==> src/rtl/matmul_engine.sv <==
// matmul_engine: sequential 3x3 matrix multiply C = A x B using one shared
// multiply-accumulate unit that retires one product per clock. Results and
// done are held until the next start because the downstream byte-serial
// output stage restarts its sequence whenever done falls.
//
// Optional feature macro: MATMUL_SIGNED_EN (two's complement operands and
// results). Undefined: unsigned, zero-extended arithmetic.
//
// Ports:
//   clk            system clock, all state on rising edge
//   reset          asynchronous active-low reset
//   start          single-cycle request; latches operands, begins computation
//   a_flat         matrix A row-major, A[i][k] at [DATA_W*(3i+k) +: DATA_W]
//   b_flat         matrix B row-major, B[k][j] at [DATA_W*(3k+j) +: DATA_W]
//   C0..C8         registered results, C[i][j] on C(3i+j), RES_W bits each
//   busy           high while computing
//   done           high from completion until the next start or reset
module matmul_engine #(
  parameter int unsigned DATA_W = 8,
  localparam int unsigned RES_W = 2 * DATA_W + 2
) (
  input  logic                clk,
  input  logic                reset,
  input  logic                start,
  input  logic [9*DATA_W-1:0] a_flat,
  input  logic [9*DATA_W-1:0] b_flat,
  output logic [RES_W-1:0]    C0,
  output logic [RES_W-1:0]    C1,
  output logic [RES_W-1:0]    C2,
  output logic [RES_W-1:0]    C3,
  output logic [RES_W-1:0]    C4,
  output logic [RES_W-1:0]    C5,
  output logic [RES_W-1:0]    C6,
  output logic [RES_W-1:0]    C7,
  output logic [RES_W-1:0]    C8,
  output logic                busy,
  output logic                done
);

  typedef enum logic [1:0] {
    IDLE    = 2'd0,
    COMPUTE = 2'd1,
    DONE    = 2'd2
  } state_t;

  state_t state_q;
  state_t state_d;

  logic [DATA_W-1:0] a_q [9];
  logic [DATA_W-1:0] b_q [9];
  logic [RES_W-1:0]  c_q [9];
  logic [RES_W-1:0]  acc;
  logic [1:0]        i_q;
  logic [1:0]        j_q;
  logic [1:0]        k_q;

  logic              load;
  logic              last_step;
  logic [3:0]        idx_a;
  logic [3:0]        idx_b;
  logic [3:0]        idx_c;
  logic [DATA_W-1:0] a_el;
  logic [DATA_W-1:0] b_el;
  logic [RES_W-1:0]  prod;
  logic [RES_W-1:0]  sum;

  // Start is honoured only outside COMPUTE; DONE restarts exactly like IDLE.
  assign load      = start && (state_q != COMPUTE);
  assign last_step = (state_q == COMPUTE) && (i_q == 2'd2) && (j_q == 2'd2) && (k_q == 2'd2);

  assign idx_a = 4'(i_q) * 4'd3 + 4'(k_q);
  assign idx_b = 4'(k_q) * 4'd3 + 4'(j_q);
  assign idx_c = 4'(i_q) * 4'd3 + 4'(j_q);
  assign a_el  = a_q[idx_a];
  assign b_el  = b_q[idx_b];

  // Operands are widened to RES_W before multiplying so the product cannot wrap.
`ifdef MATMUL_SIGNED_EN
  logic signed [RES_W-1:0] a_ext;
  logic signed [RES_W-1:0] b_ext;
  assign a_ext = RES_W'($signed(a_el));
  assign b_ext = RES_W'($signed(b_el));
  assign prod  = a_ext * b_ext;
`else
  assign prod  = RES_W'(a_el) * RES_W'(b_el);
`endif

  assign sum = acc + prod;

  // State register.
  always_ff @(posedge clk or negedge reset) begin
    if (!reset) state_q <= IDLE;
    else        state_q <= state_d;
  end

  // Next-state logic.
  always_comb begin
    state_d = state_q;
    case (state_q)
      IDLE:    if (start)     state_d = COMPUTE;
      COMPUTE: if (last_step) state_d = DONE;
      DONE:    if (start)     state_d = COMPUTE;
      default:                state_d = IDLE;
    endcase
  end

  // Operand latch, MAC accumulator, loop counters and result registers.
  always_ff @(posedge clk or negedge reset) begin
    if (!reset) begin
      for (int n = 0; n < 9; n++) begin
        a_q[n] <= '0;
        b_q[n] <= '0;
        c_q[n] <= '0;
      end
      acc  <= '0;
      i_q  <= '0;
      j_q  <= '0;
      k_q  <= '0;
      busy <= 1'b0;
      done <= 1'b0;
    end else if (load) begin
      for (int n = 0; n < 9; n++) begin
        a_q[n] <= a_flat[DATA_W*n +: DATA_W];
        b_q[n] <= b_flat[DATA_W*n +: DATA_W];
        c_q[n] <= '0;
      end
      acc  <= '0;
      i_q  <= '0;
      j_q  <= '0;
      k_q  <= '0;
      busy <= 1'b1;
      done <= 1'b0;
    end else if (state_q == COMPUTE) begin
      if (k_q == 2'd2) begin
        c_q[idx_c] <= sum;
        acc        <= '0;
        k_q        <= '0;
        if (j_q == 2'd2) begin
          j_q <= '0;
          i_q <= i_q + 2'd1;
        end else begin
          j_q <= j_q + 2'd1;
        end
        if (last_step) begin
          i_q  <= '0;
          busy <= 1'b0;
          done <= 1'b1;
        end
      end else begin
        acc <= sum;
        k_q <= k_q + 2'd1;
      end
    end
  end

  assign C0 = c_q[0];
  assign C1 = c_q[1];
  assign C2 = c_q[2];
  assign C3 = c_q[3];
  assign C4 = c_q[4];
  assign C5 = c_q[5];
  assign C6 = c_q[6];
  assign C7 = c_q[7];
  assign C8 = c_q[8];

endmodule
==> config.mk <==
export PLATFORM = sky130hd
export DESIGN_NAME = matmul_engine
export DESIGN_NICKNAME = d
export VERILOG_FILES = /design/src/rtl/matmul_engine.sv
export SDC_FILE = /design/constraint.sdc
export NUM_CORES = 1
export LEC_CHECK = 0
export CORE_MARGIN = 10
export CORE_UTILIZATION = 64
export DETAILED_ROUTE_END_ITERATION = 10
export DONT_BUFFER_PORTS = 1
export PLACE_DENSITY = 0.8
export SYNTH_ARGS = -nofsm -noshare
export SYNTH_HDL_FRONTEND = slang
export SYNTH_SLANG_ARGS = --single-unit
==> constraint.sdc <==
create_clock -name clk -period 8.7 [get_ports clk]
set_input_delay 1.74 -clock clk [delete_from_list [all_inputs] [get_ports clk]]
set_output_delay 1.74 -clock clk [all_outputs]
set_load 0.03 [all_outputs]
==> metrics.md <==
| Metric | Value |
|---|---|
| Least-Margin Pin Slew | 1.20 ns |
| Non-filler cells, final | 2054 |
| Htree depth | 2 |
| Cells after Synth | 1737 |
| Number of synthesized flops with an enable pin | 0 |
| Chip Width | 183 um |
| Clk_skew | 0.0111 ns |
| Worst rel slew slack | 19.9% |
| Aggregate negative setup slack | 0 ns |
| DR WL/cell | 21.0 um |
| Post-synth ARST share | 100% |
| CP Data Arrival Time | 8.12 ns |
| Antenna Nets Post-Route | 0 |
| Worst hold slack | 0.470 ns |
| Vias in the first global route | 12300 |
| Detailed-route DRC error count | 0 |
| Hold-fix buffers, CTS | 0 |
| Worst hold path type | reg2reg |
| Violation count after the first detailed-route iteration | 1099 |
| Layout cells sized above 1 | 9.25% |
| Sink Count | 334 |
| Root buffer cell | clkbuf_16 |
| Final core occ | 70.2% |
| Synthesized area | 17000 um^2 |
| Placed cell count | 1994 |
| Commonest non-fill, non-tap cells in the layout | nand2_1, dfrtp_1, nor2_1 |
| Routed vias/inst | 5.87 |
| Post-CTS setup buffer count | 0 |
| Starting density of the core | 65.2% |
| FF+latch count, synth | 334 |
| Nets | 1949 |
| Min cycle time layout | 7.78 ns |
| CTS tree | built |
| Antenna violations before repair | 0 |
| Antenna cells | 0 |
| WL final | 43200 um |
| Final Max Slew Viols | 0 |
| Number of fillers in the final layout | 1933 |
| Core footprint | 26100 um^2 |
| Clock Path Buffers | 3 |
| # IOs | 311 |
| Hpwl dp | 30100 um |
| Endpoints failing setup | 0 |
| Crit Path Max Fanout | 10 |
| Tcrit/Tclk final | 89.4% |
| Maximum clock rate | 129 MHz |
| GRT Total Usage | 25.5% |
| Pin count of the biggest net entering global routing | 335 |
| First-pass GRT wire length | 68800 um |
| DR pass1 iterations | 5 |
| Hold Violations, Final | 0 |
| Routability cong. | 0.899 |
| Layout area overhead | 7.65% |
| TritonCTS Buffers | 35 |
| Startpoint Class | register |
| Most common cell after layout, fill and taps aside | nand2_1 |
| RSZ-0062 raised after global routing | false |
| Synth Area per Inst | 9.82 um^2 |
| Setup CP Type | reg2reg |
| Required @ worst endpoint | 9.04 ns |
| Mapped Nets | 1990 |
| DR vias | 12100 |
| Gates resized, CTS repair | 0 |
| Crit. End Element | register |
| Seq/Total Area, Yosys | 49.0% |
| Grt ovf | 0 |
| Post-synthesis cell type count | 56 |
| Clock Latency Late Sink | 0.51 ns |
| Ys flop type | dfrtp_1 |
| Die area | 33600 um^2 |
| Die extent in y | 183 um |
| Max_cap viols | 0 |
| Synth warn | 0 |
| Rows | 59 |
| Port Buffers | 0 |
| Status | finished, final reports clean |
| Reg clk slew, reported paths | 0.06 ns |
==> flip-flops by register name, summed over array words and instances, names as in the netlist, 18 cells and up <==
register  flops
a_q          72
b_q          72
C0           18
C1           18
C2           18
C3           18
C4           18
C5           18
C6           18
C7           18
C8           18
acc          18
==> synth_stat cells (all sizes together) (2+ instances only) <==
cell type    n  area (um^2)
a21o        11         85.1
a21oi       42          300
a22o         8         70.1
a31oi        3         18.8
and2         4         26.3
buf         25          136
clkbuf      72          372
dfrtp      334         8360
fa          54         1080
ha          52          651
inv        109          409
mux2         8         90.1
mux2i       73          731
mux4        32          721
nand2      482         1810
nand2b      19          119
nand3       88          440
nand4        2         12.5
nor2       156          593
nor2b        7         43.8
nor3         3         20.0
nor3b        2         15.0
o2111ai      3         26.3
o21a         4         30.0
o21ai      105          526
o31ai        4         30.0
or2          8         50.1
xnor2       12          113
xor2         4         57.6
==> layout make-up <==
cell class / count / area (um^2) / area share [%]
clock buffers: 47 / 1020 / 5.58
multi-input cells: 1197 / 7820 / 42.6
well taps: 335 / 419 / 2.28
repair buffers: 19 / 155 / 0.845
flip-flops and latches: 334 / 8360 / 45.5
inverters: 109 / 409 / 2.23
clock inverters: 13 / 171 / 0.934
==> critical path, stage by stage (launching register included) <==
cell	delay, ns
dfrtp_1	0.44
inv_1	0.15
fa_1	0.60
inv_1	0.06
ha_1	0.19
fa_1	0.67
or3b_1	0.50
nor2_1	0.15
nand2_1	0.07
o21ai_0	0.31
nand2b_1	0.20
fa_1	0.55
inv_1	0.05
fa_1	0.49
inv_1	0.05
fa_1	0.46
fa_1	0.54
inv_1	0.04
ha_1	0.36
a21o_1	0.19
a21oi_2	0.17
a21oi_2	0.09
nor4_1	0.26
o41ai_1	0.12
xnor2_1	0.67
o21ai_0	0.21
==> metrics by stage <==
| step | worst slack (ns) | instance area, um^2 |
|---|---|---|
| final | 0.922 | 18400 |
| after CTS | 0.899 | 18400 |
| after floorplan | 1.73 | 17000 |
| after global placement | 1.19 | 17200 |
| after global routing | 0.346 | 18400 |
| after detailed placement | 0.945 | 17200 |
==> final timing paths <==
path                         start       to  slack, ns  cells after the start
setup reg to reg            j_q[1]   C8[16]       0.92                     25
hold reg to reg            b_q[26]  b_q[26]       0.47                      2
setup / recovery            j_q[1]   C8[16]       0.92                     25
max in group asynchronous    reset  a_q[49]       6.95                      0
min in group asynchronous    reset   C0[14]       0.93                      0
hold / removal             b_q[26]  b_q[26]       0.47                      2
==> cell families (layout without fill, tap and decap cells) <==
family | after synthesis | after routing | synth area share, %
AO/OA/AOI/OAI | 187 | 187 | 6.85
adder cells (fa/ha/maj) | 106 | 106 | 10.2
flip-flops | 334 | 334 | 49.0
buffers and inverters | 206 | 188 | 5.38
AND/OR/NAND/NOR | 775 | 775 | 18.5
multiplexers | 113 | 113 | 9.04
XOR/XNOR | 16 | 16 | 0.998
==> metal layers <==
layer	GRT usage, %	wire length (um)	part of all wire [%]	vias to the layer above
met1	34.0	17700	41	5937
met4	6.56	975	2.3	0
met5	0	0	0	-
met3	7.59	4180	9.7	64
met2	40.5	20400	47	502
li1	-	-	-	5547
Power is not shown: default switching activity piles up to over one toggle a cycle in this logic, so the estimate is an artifact.
